$ cat config.mk
export PLATFORM = sky130hd
export DESIGN_NAME = amm_rr_arbiter_flat
export DESIGN_NICKNAME = d
export VERILOG_FILES = /design/src/rtl/amm_rr_arbiter_pkg.sv /design/src/rtl/amm_rr_arbiter_if.sv /design/src/rtl/amm_rr_arbiter_rr_pick.sv /design/src/rtl/amm_rr_arbiter.sv /design/src/flat_wrapper.sv
export SDC_FILE = /design/constraint.sdc
export NUM_CORES = 1
export LEC_CHECK = 0
export ABC_AREA = 1
export ABC_CLOCK_PERIOD_IN_PS = 4230
export BUFFER_PORTS_ARGS = -buffer_cell sky130_fd_sc_hd__buf_4
export CAP_MARGIN = 20
export CORE_AREA = 2 2 166 168
export DETAILED_ROUTE_END_ITERATION = 12
export DIE_AREA = 0 0 168 170
export PLACE_DENSITY_LB_ADDON = 0.12
export SLEW_MARGIN = 20
export SYNTH_ARGS = -nofsm -noshare
export SYNTH_HDL_FRONTEND = slang
export SYNTH_SLANG_ARGS = --single-unit
$ cat constraint.sdc
create_clock -name clk -period 4.23 [get_ports clk]
set_clock_uncertainty 0.1 [all_clocks]
set_input_delay 0.2115 -clock clk [delete_from_list [all_inputs] [get_ports clk]]
set_output_delay 0.2115 -clock clk [all_outputs]
set_load 0.01 [all_outputs]
$ cat src/rtl/amm_rr_arbiter_pkg.sv
// Shared types and helpers for the Avalon MM round-robin arbiter.
package amm_arb_pkg;

   typedef enum logic {
      S_IDLE = 1'b0,
      S_BUSY = 1'b1
   } state_t;

   // Index width needed to address n requesters (at least 1 bit).
   function automatic int clog2(input int n);
      int r;
      r = 0;
      for (int k = 0; k < 32; k++) begin
         if ((1 << r) < n) r = r + 1;
      end
      if (r == 0) r = 1;
      return r;
   endfunction

endpackage

$ cat src/rtl/amm_rr_arbiter_if.sv
// Requester-side and bridge-side Avalon MM bundle of the arbiter.
interface amm_rr_arbiter_if #(
   parameter int P_ASIZE  = 32,
   parameter int P_DBYTES = 4,
   parameter int P_NREQ   = 4
);
   logic [P_NREQ*P_ASIZE-1:0]    s_address;
   logic [P_NREQ*P_DBYTES*8-1:0] s_writedata;
   logic [P_NREQ*P_DBYTES-1:0]   s_byteenable;
   logic [P_NREQ-1:0]            s_write;
   logic [P_NREQ-1:0]            s_read;
   logic [P_DBYTES*8-1:0]        s_readdata;
   logic [P_NREQ-1:0]            s_waitrequest;
   logic [P_ASIZE-1:0]           m_address;
   logic [P_DBYTES*8-1:0]        m_writedata;
   logic [P_DBYTES-1:0]          m_byteenable;
   logic                         m_write;
   logic                         m_read;
   logic [P_DBYTES*8-1:0]        m_readdata;
   logic                         m_waitrequest;
   logic [P_NREQ-1:0]            grant;

   // Arbiter view.
   modport slave (
      input  s_address, s_writedata, s_byteenable, s_write, s_read,
      input  m_readdata, m_waitrequest,
      output s_readdata, s_waitrequest,
      output m_address, m_writedata, m_byteenable, m_write, m_read, grant
   );

   // Environment view: requesters plus the bridge.
   modport master (
      output s_address, s_writedata, s_byteenable, s_write, s_read,
      output m_readdata, m_waitrequest,
      input  s_readdata, s_waitrequest,
      input  m_address, m_writedata, m_byteenable, m_write, m_read, grant
   );
endinterface

$ cat src/rtl/amm_rr_arbiter_rr_pick.sv
// Combinational round-robin picker: first requester after index last, wrapping.
module rr_pick #(
   parameter int P_NREQ = 4,
   parameter int IW     = 2
) (
   input  logic [P_NREQ-1:0] req,
   input  logic [IW-1:0]     last,
   output logic [P_NREQ-1:0] pick,
   output logic              valid
);
   logic [P_NREQ-1:0] upper_mask;
   logic [P_NREQ-1:0] upper_req;
   logic [P_NREQ-1:0] src;

   generate
      for (genvar gi = 0; gi < P_NREQ; gi++) begin : g_mask
         assign upper_mask[gi] = (IW'(gi) > last);
      end
   endgenerate

   // Prefer requesters above last; otherwise wrap to the lowest one.
   assign upper_req = req & upper_mask;
   assign src       = (|upper_req) ? upper_req : req;
   assign pick      = src & (~src + P_NREQ'(1));
   assign valid     = |req;
endmodule

$ cat src/rtl/amm_rr_arbiter.sv
// Round-robin arbiter funnelling P_NREQ Avalon MM requesters onto one master port.
module amm_rr_arbiter
   import amm_arb_pkg::*;
#(
   parameter int P_ASIZE  = 32,
   parameter int P_DBYTES = 4,
   parameter int P_NREQ   = 4
) (
   input logic              clk,
   input logic              reset,
   amm_rr_arbiter_if.slave  bus
);
   localparam int IW = clog2(P_NREQ);

   state_t              state_q, state_d;
   logic [P_NREQ-1:0]   grant_q, grant_d;
   logic [IW-1:0]       gidx_q, gidx_d;
   logic [IW-1:0]       last_q, last_d;
   logic [P_NREQ-1:0]   req;
   logic [P_NREQ-1:0]   pick;
   logic                pick_valid;
   logic [IW-1:0]       pick_idx;
   logic                busy;
   logic                wr_g;
   logic                rd_g;
   logic [P_NREQ-1:0]   wait_vec;

   assign req = bus.s_read | bus.s_write;

   rr_pick #(.P_NREQ(P_NREQ), .IW(IW)) u_pick (
      .req   (req),
      .last  (last_q),
      .pick  (pick),
      .valid (pick_valid)
   );

   always_comb begin
      pick_idx = '0;
      for (int i = 0; i < P_NREQ; i++) begin
         if (pick[i]) pick_idx = pick_idx | IW'(i);
      end
   end

   assign busy = (state_q == S_BUSY);
   assign wr_g = bus.s_write[gidx_q];
   assign rd_g = bus.s_read[gidx_q];

   // Write wins when a requester raises both strobes.
   assign bus.m_write      = busy & wr_g;
   assign bus.m_read       = busy & rd_g & ~wr_g;
   assign bus.m_address    = busy ? bus.s_address[gidx_q*P_ASIZE +: P_ASIZE] : '0;
   assign bus.m_writedata  = busy ? bus.s_writedata[gidx_q*P_DBYTES*8 +: P_DBYTES*8] : '0;
   assign bus.m_byteenable = busy ? bus.s_byteenable[gidx_q*P_DBYTES +: P_DBYTES] : '0;
   assign bus.s_readdata   = bus.m_readdata;
   assign bus.grant        = grant_q;

   always_comb begin
      wait_vec = '1;
      if (busy) wait_vec[gidx_q] = bus.m_waitrequest;
   end
   assign bus.s_waitrequest = wait_vec;

   always_comb begin
      state_d = state_q;
      grant_d = grant_q;
      gidx_d  = gidx_q;
      last_d  = last_q;
      case (state_q)
         S_IDLE: begin
            if (pick_valid) begin
               state_d = S_BUSY;
               grant_d = pick;
               gidx_d  = pick_idx;
            end
         end
         S_BUSY: begin
            // Completion or abandonment both hand priority past this requester.
            if (!(wr_g || rd_g) || !bus.m_waitrequest) begin
               state_d = S_IDLE;
               grant_d = '0;
               last_d  = gidx_q;
            end
         end
         default: begin
            state_d = S_IDLE;
            grant_d = '0;
         end
      endcase
   end

   always_ff @(posedge clk) begin
      if (reset) begin
         state_q <= S_IDLE;
         grant_q <= '0;
         gidx_q  <= '0;
         last_q  <= IW'(P_NREQ - 1);
      end else begin
         state_q <= state_d;
         grant_q <= grant_d;
         gidx_q  <= gidx_d;
         last_q  <= last_d;
      end
   end
endmodule

$ cat src/flat_wrapper.sv
// flat-port wrapper written by rule: the top's interface ports become plain ports
module amm_rr_arbiter_flat import amm_arb_pkg::*;
#(
   parameter int P_ASIZE  = 32,
   parameter int P_DBYTES = 4,
   parameter int P_NREQ   = 4
)
  (clk, reset, bus_s_address, bus_s_writedata, bus_s_byteenable, bus_s_write, bus_s_read, bus_m_readdata, bus_m_waitrequest, bus_s_readdata, bus_s_waitrequest, bus_m_address, bus_m_writedata, bus_m_byteenable, bus_m_write, bus_m_read, bus_grant);
  amm_rr_arbiter_if #(.P_ASIZE(P_ASIZE), .P_DBYTES(P_DBYTES), .P_NREQ(P_NREQ)) bus_i ();
  input logic clk;
  input logic reset;
  input wire logic [$bits(bus_i.s_address)-1:0] bus_s_address;
  input wire logic [$bits(bus_i.s_writedata)-1:0] bus_s_writedata;
  input wire logic [$bits(bus_i.s_byteenable)-1:0] bus_s_byteenable;
  input wire logic [$bits(bus_i.s_write)-1:0] bus_s_write;
  input wire logic [$bits(bus_i.s_read)-1:0] bus_s_read;
  input wire logic [$bits(bus_i.m_readdata)-1:0] bus_m_readdata;
  input wire logic [$bits(bus_i.m_waitrequest)-1:0] bus_m_waitrequest;
  output wire logic [$bits(bus_i.s_readdata)-1:0] bus_s_readdata;
  output wire logic [$bits(bus_i.s_waitrequest)-1:0] bus_s_waitrequest;
  output wire logic [$bits(bus_i.m_address)-1:0] bus_m_address;
  output wire logic [$bits(bus_i.m_writedata)-1:0] bus_m_writedata;
  output wire logic [$bits(bus_i.m_byteenable)-1:0] bus_m_byteenable;
  output wire logic [$bits(bus_i.m_write)-1:0] bus_m_write;
  output wire logic [$bits(bus_i.m_read)-1:0] bus_m_read;
  output wire logic [$bits(bus_i.grant)-1:0] bus_grant;
  assign bus_i.s_address = bus_s_address;
  assign bus_i.s_writedata = bus_s_writedata;
  assign bus_i.s_byteenable = bus_s_byteenable;
  assign bus_i.s_write = bus_s_write;
  assign bus_i.s_read = bus_s_read;
  assign bus_i.m_readdata = bus_m_readdata;
  assign bus_i.m_waitrequest = bus_m_waitrequest;
  assign bus_s_readdata = bus_i.s_readdata;
  assign bus_s_waitrequest = bus_i.s_waitrequest;
  assign bus_m_address = bus_i.m_address;
  assign bus_m_writedata = bus_i.m_writedata;
  assign bus_m_byteenable = bus_i.m_byteenable;
  assign bus_m_write = bus_i.m_write;
  assign bus_m_read = bus_i.m_read;
  assign bus_grant = bus_i.grant;
  amm_rr_arbiter #(.P_ASIZE(P_ASIZE), .P_DBYTES(P_DBYTES), .P_NREQ(P_NREQ)) u_core (.clk(clk), .reset(reset), .bus(bus_i));
endmodule
Word level (Yosys, flattened, before mapping):

Cells that the tools add are included.

* multiplexer cells: 20
* add/subtract/negate cells: 1
* reduce and logical (&&, ||, !) cells: 10
* shift-type cells: 3
* $lt $le $gt $ge: 6
* bitwise logic cells: 11
* eq/ne operators: 2

Operators by type and width (number)
* variable part select 128 x 8 -> 32 bit: 2
* 2-to-1 mux 32 bit: 2
* 2-to-1 mux 4 bit: 5
* variable part select 16 x 5 -> 4 bit: 1
* bitwise AND 4 bit: 2
* inverter 4 bit: 2
* OR 4 bit: 2
* case mux 4 bit (2 select lines): 1
* OR reduction 4 bit: 2
* 2-to-1 mux 1 bit: 6
* AND reduction 2 bit: 3
* adder 4 x 1 -> 4 bit (second input constant): 1
* binary-select mux 1 bit (select 2 bit): 2
* greater-than comparator 1 x 2 -> 1 bit (first input constant): 2
* greater-than comparator 2 bit (first input constant): 2
* 2-to-1 mux 2 bit: 2
* bitwise AND 1 bit: 3
* < comparator 2 x 3 -> 1 bit (second input constant): 1
* demux 1 bit (select 2 bit): 1
* >= comparator 2 x 1 -> 1 bit (second input constant): 1
* zero test 1 bit: 2
* logical OR 1 bit: 2
* inequality test 2 x 1 -> 1 bit (second input constant): 1
* inequality test 2 bit (second input constant): 1
* 3 further kinds: 4

* word-level logic and storage cells: 57
* bits of input ports: 315
* bits in registers: 9
* output and inout port bits: 110

Longest topological paths before layout:

* depth after elaboration: 10
* gate-level depth with buffers: 9
* depth with buffers taken out: 9

Cells and area by module:

From an unflattened synthesis, not the netlist that was laid out.

* cell total of the unflattened synthesis: 436
* area total of the unflattened synthesis: 2528.7 um^2

By module, submodules not included
* amm_rr_arbiter: area an instance 2427.3 um^2, instances 1, cells an instance 415, sequential area each 180.2 um^2
* rr_pick: area an instance 101.3 um^2, instances 1, cells an instance 21, sequential area each 0.0 um^2

Worst setup path after synthesis:

Ideal clock, no wire load.

* path type: reg-to-output
* start point: register u_core.gidx_q[1]
* end point: output port bus_m_address[22]
* setup slack: 2.650 ns
* path buffers: 2
* stages on the path, launching flop included: 7
* arrival: 1.269 ns
* cells stage by stage: dfxtp_1 > inv_1 > nor2_2 > buf_4 > buf_4 > nand2_1 > a31oi_1

* cells in the longest elaborated chain, start to end: 2

Ends and longest elaborated chain
* from (decl): line amm_rr_arbiter.sv:17 `logic [IW-1:0] gidx_q, gidx_d;`
* from (signal assigned): line amm_rr_arbiter.sv:100 `gidx_q <= gidx_d;`
* variable part select 128 x 8 -> 32 bit: line amm_rr_arbiter.sv:51 `assign bus.m_address = busy ? bus.s_address[gidx_q*P_ASIZE +: P_ASIZE] : '0;`
* 2-to-1 mux 32 bit: line amm_rr_arbiter.sv:51
* to (decl): line flat_wrapper.sv:21 `output wire logic [$bits(bus_i.m_address)-1:0] bus_m_address;`

No other way between the ends.

Final worst setup path:

* start point: register u_core.gidx_q[0]
* end point: output port bus_m_address[23]

Same word-level chain as after synthesis.

==> results.py <==
metrics = {
    "place": {
        "hpwl_um": 15500,
        "gp_congestion": 0.7214,
        "dp_cells": 1084,
        "numPortBuffers": 360,
    },
    "synth": {
        "synth_seq_cells": 9,
        "synth_area_mm2": 0.002430,
        "synth_flop_cell": "dfxtp_1",
        "synth_top_area_share": 0.2549,
        "avgSynthCellArea_um2": 5.522,
        "synth_cells": 440,
        "synth-seq-area-share": 0.07415,
        "ys_top_cells_by_area": "nand2_1 25%, a22oi_1 21%, a31oi_1 18%, buf_4 11%, dfxtp_1 7.4%",
        "ys_types": 21,
        "synthArstFlopShare": 0,
        "synth_commonest_cells": "165 x nand2_1, 68 x a22oi_1, 68 x a31oi_1",
        "synth_top_cell_by_area": "nand2_1",
        "syn_nets": 755,
        "synth_edf_count": 0,
        "yosysWarnings": 0,
        "synth_most_common_cell": "nand2_1",
    },
    "clock_tree": {
        "postCtsHoldBufs": 0,
        "cts_setup_buffers": 0,
        "ctsResizeCount": 0,
        "root_buffer": "clkbuf_16",
        "tritoncts": "yes",
        "clock_latency_ns": 0.23,
        "clock-sinks": 9,
        "clock_path_buffers": 2,
        "htree_levels": 1,
        "cts.clk_slew.worst_paths_ns": 0.04,
        "cts_buffers": 3,
    },
    "sta": {
        "fmaxAchievable_ghz": 0.3661,
        "layout_worst_path_cycle_share": 0.6457,
        "setup_violations": 0,
        "rsz0062_at_grt": "false",
        "slew_headroom": 0.4849,
        "hold_violations": 0,
        "fin_crit_ns": 2.731,
        "fin_hold_ws_ns": 0.09229,
        "report.final.slew_viol_count": 0,
        "setup_tns_ns": 0,
        "worstMarginPinSlew_ns": 0.7715,
    },
    "layout": {
        "drive_gt1_frac": 0.5114,
        "antenna_cells": 0,
        "area_growth_pct": 119.6,
        "finalCoreUtilization": 0.2002,
        "fill_cells": 3122,
        "final_nets": 1063,
        "fin_cells": 1088,
    },
    "die": {
        "core-area_mm2": 0.02665,
        "die_y_um": 170,
        "num_rows": 60,
        "fp.dieW_um": 168,
        "boundaryPins": 425,
        "start_util": 0.09117,
        "fp.dieArea_mm2": 0.02856,
    },
    "setup_path": {
        "crit_path_max_fanout": 35,
        "worstSetupStartpointType": "flop",
        "crit_path_end_kind": "output pin",
        "criticalPathCategory": "reg -> out",
        "cp.arrival_ns": 2.42,
        "cp.required_ns": 3.92,
    },
    "pwr": {
        "pwr_density_cell_mw_per_mm2": 243.1,
        "combinationalPowerShare": 0.786,
        "p_switching_uw": 593.7,
        "ir_drop_v": 0.00009418,
        "switching_share": 0.4578,
        "p_int_uw": 703.2,
        "pwr-share-clk": 0.127,
        "seq_power_share": 0.087,
        "leakagePower_nw": 2.440,
    },
    "global_routing": {
        "grt_pass1_wl_um": 27560,
        "grt_use_total": 0.1245,
        "grt_max_degree": 46,
        "antenna_found_initial": 0,
        "grt-ovfl-total": 0,
        "grt_pass1_vias": 4650,
    },
    "routing": {
        "ant_nets": 0,
        "drt-vias-per-instance": 4.124,
        "vias": 4487,
        "initialDrtViolationCount": 200,
        "routedWlPerCell_um": 17.77,
        "drc": 0,
        "wl_um": 19330,
        "drtPass1Iterations": 5,
    },
    "outcome": {
        "status": "finished clean",
    },
    "worst_hold_path": {
        "holdCritPathClass": "in -> reg",
    },
    "flow_run": {
        "max_cap_viol_count": 0,
    },
}
## power by group through the flow
stage,registers (mW),logic (mW),clock network [mW]
detailed placement,0.114,1.04,0
global route,0.115,1.12,0.173
floorplan,0.112,0.501,0
global placement,0.114,1.06,0
CTS,0.113,1.04,0.168
finish,0.113,1.02,0.164
## final timing paths
| check | from | endpoint | slack [ns] | cells after the start |
|---|---|---|---|---|
| hold / removal | reset | u_core.bus.grant[0] | 0.09 | 2 |
| setup reg to reg | u_core.gidx_q[0] | u_core.last_q[1] | 2.09 | 9 |
| setup / recovery | u_core.gidx_q[0] | bus_m_address[23] | 1.50 | 7 |
| hold reg to reg | u_core.bus.grant[1] | u_core.bus.grant[1] | 0.39 | 2 |
## per-stage QoR
step / instance area (um^2) / setup slack (ns) / power (mW)
after floorplan: 2430 / 2.650 / 0.6127
after global placement: 5256 / 1.735 / 1.169
after detailed placement: 5256 / 1.708 / 1.154
after CTS: 5335 / 1.444 / 1.325
after global routing: 5335 / 1.275 / 1.405
final: 5335 / 1.499 / 1.297
## final cells by class
type	instances	area (um^2)	share of cell area
tap	341	426.7	0.07997
inverter	16	60.06	0.01126
sequential	9	180.2	0.03377
timing repair buffer	371	2785	0.5220
clock buffer	4	78.83	0.01477
multi-input combinational	347	1804	0.3382
## sequential cells by signal, indices dropped and copies added, names as in the netlist
register	flops
u_core.busy	1
u_core.last_q	2
u_core.bus.grant	4
u_core.gidx_q	2
## layer usage
| metal | vias up | GRT usage | wire, um |
|---|---|---|---|
| li1 | 2161 | - | - |
| met1 | 2061 | 0.1348 | 7011 |
| met2 | 237 | 0.2434 | 10280 |
| met3 | 28 | 0.02907 | 1677 |
| met4 | 0 | 0.02873 | 358 |
| met5 | - | 0 | 0 |
## cell usage in the layout (no fill, tap or decap)
cell	instances
nor4_1	1
clkbuf_16	3
nand2_1	165
nor2_1	18
o21ai_0	2
clkbuf_1	1
a31oi_1	68
nand3_2	1
a21oi_1	6
inv_1	13
nand2_2	1
inv_2	3
dfxtp_1	9
nand3_1	4
o21ai_1	2
o211ai_1	3
nand4_1	5
nor2_4	2
buf_4	371
a211oi_2	1
a22oi_1	68
## critical path, stage by stage (launching register included)
cell,delay (ns)
dfxtp_1,0.50
nand2_1,0.19
inv_2,0.27
buf_4,0.49
buf_4,0.27
a22oi_1,0.07
a31oi_1,0.20
buf_4,0.16
## logic make-up after synthesis
logic type / Yosys count / share of synthesized area
buffers and inverters: 84 / 0.1874
AND/OR/NAND/NOR: 197 / 0.3182
flip-flops: 9 / 0.07415
AO/OA/AOI/OAI: 150 / 0.4202
Note: power is estimated with default switching activity, not from simulation.
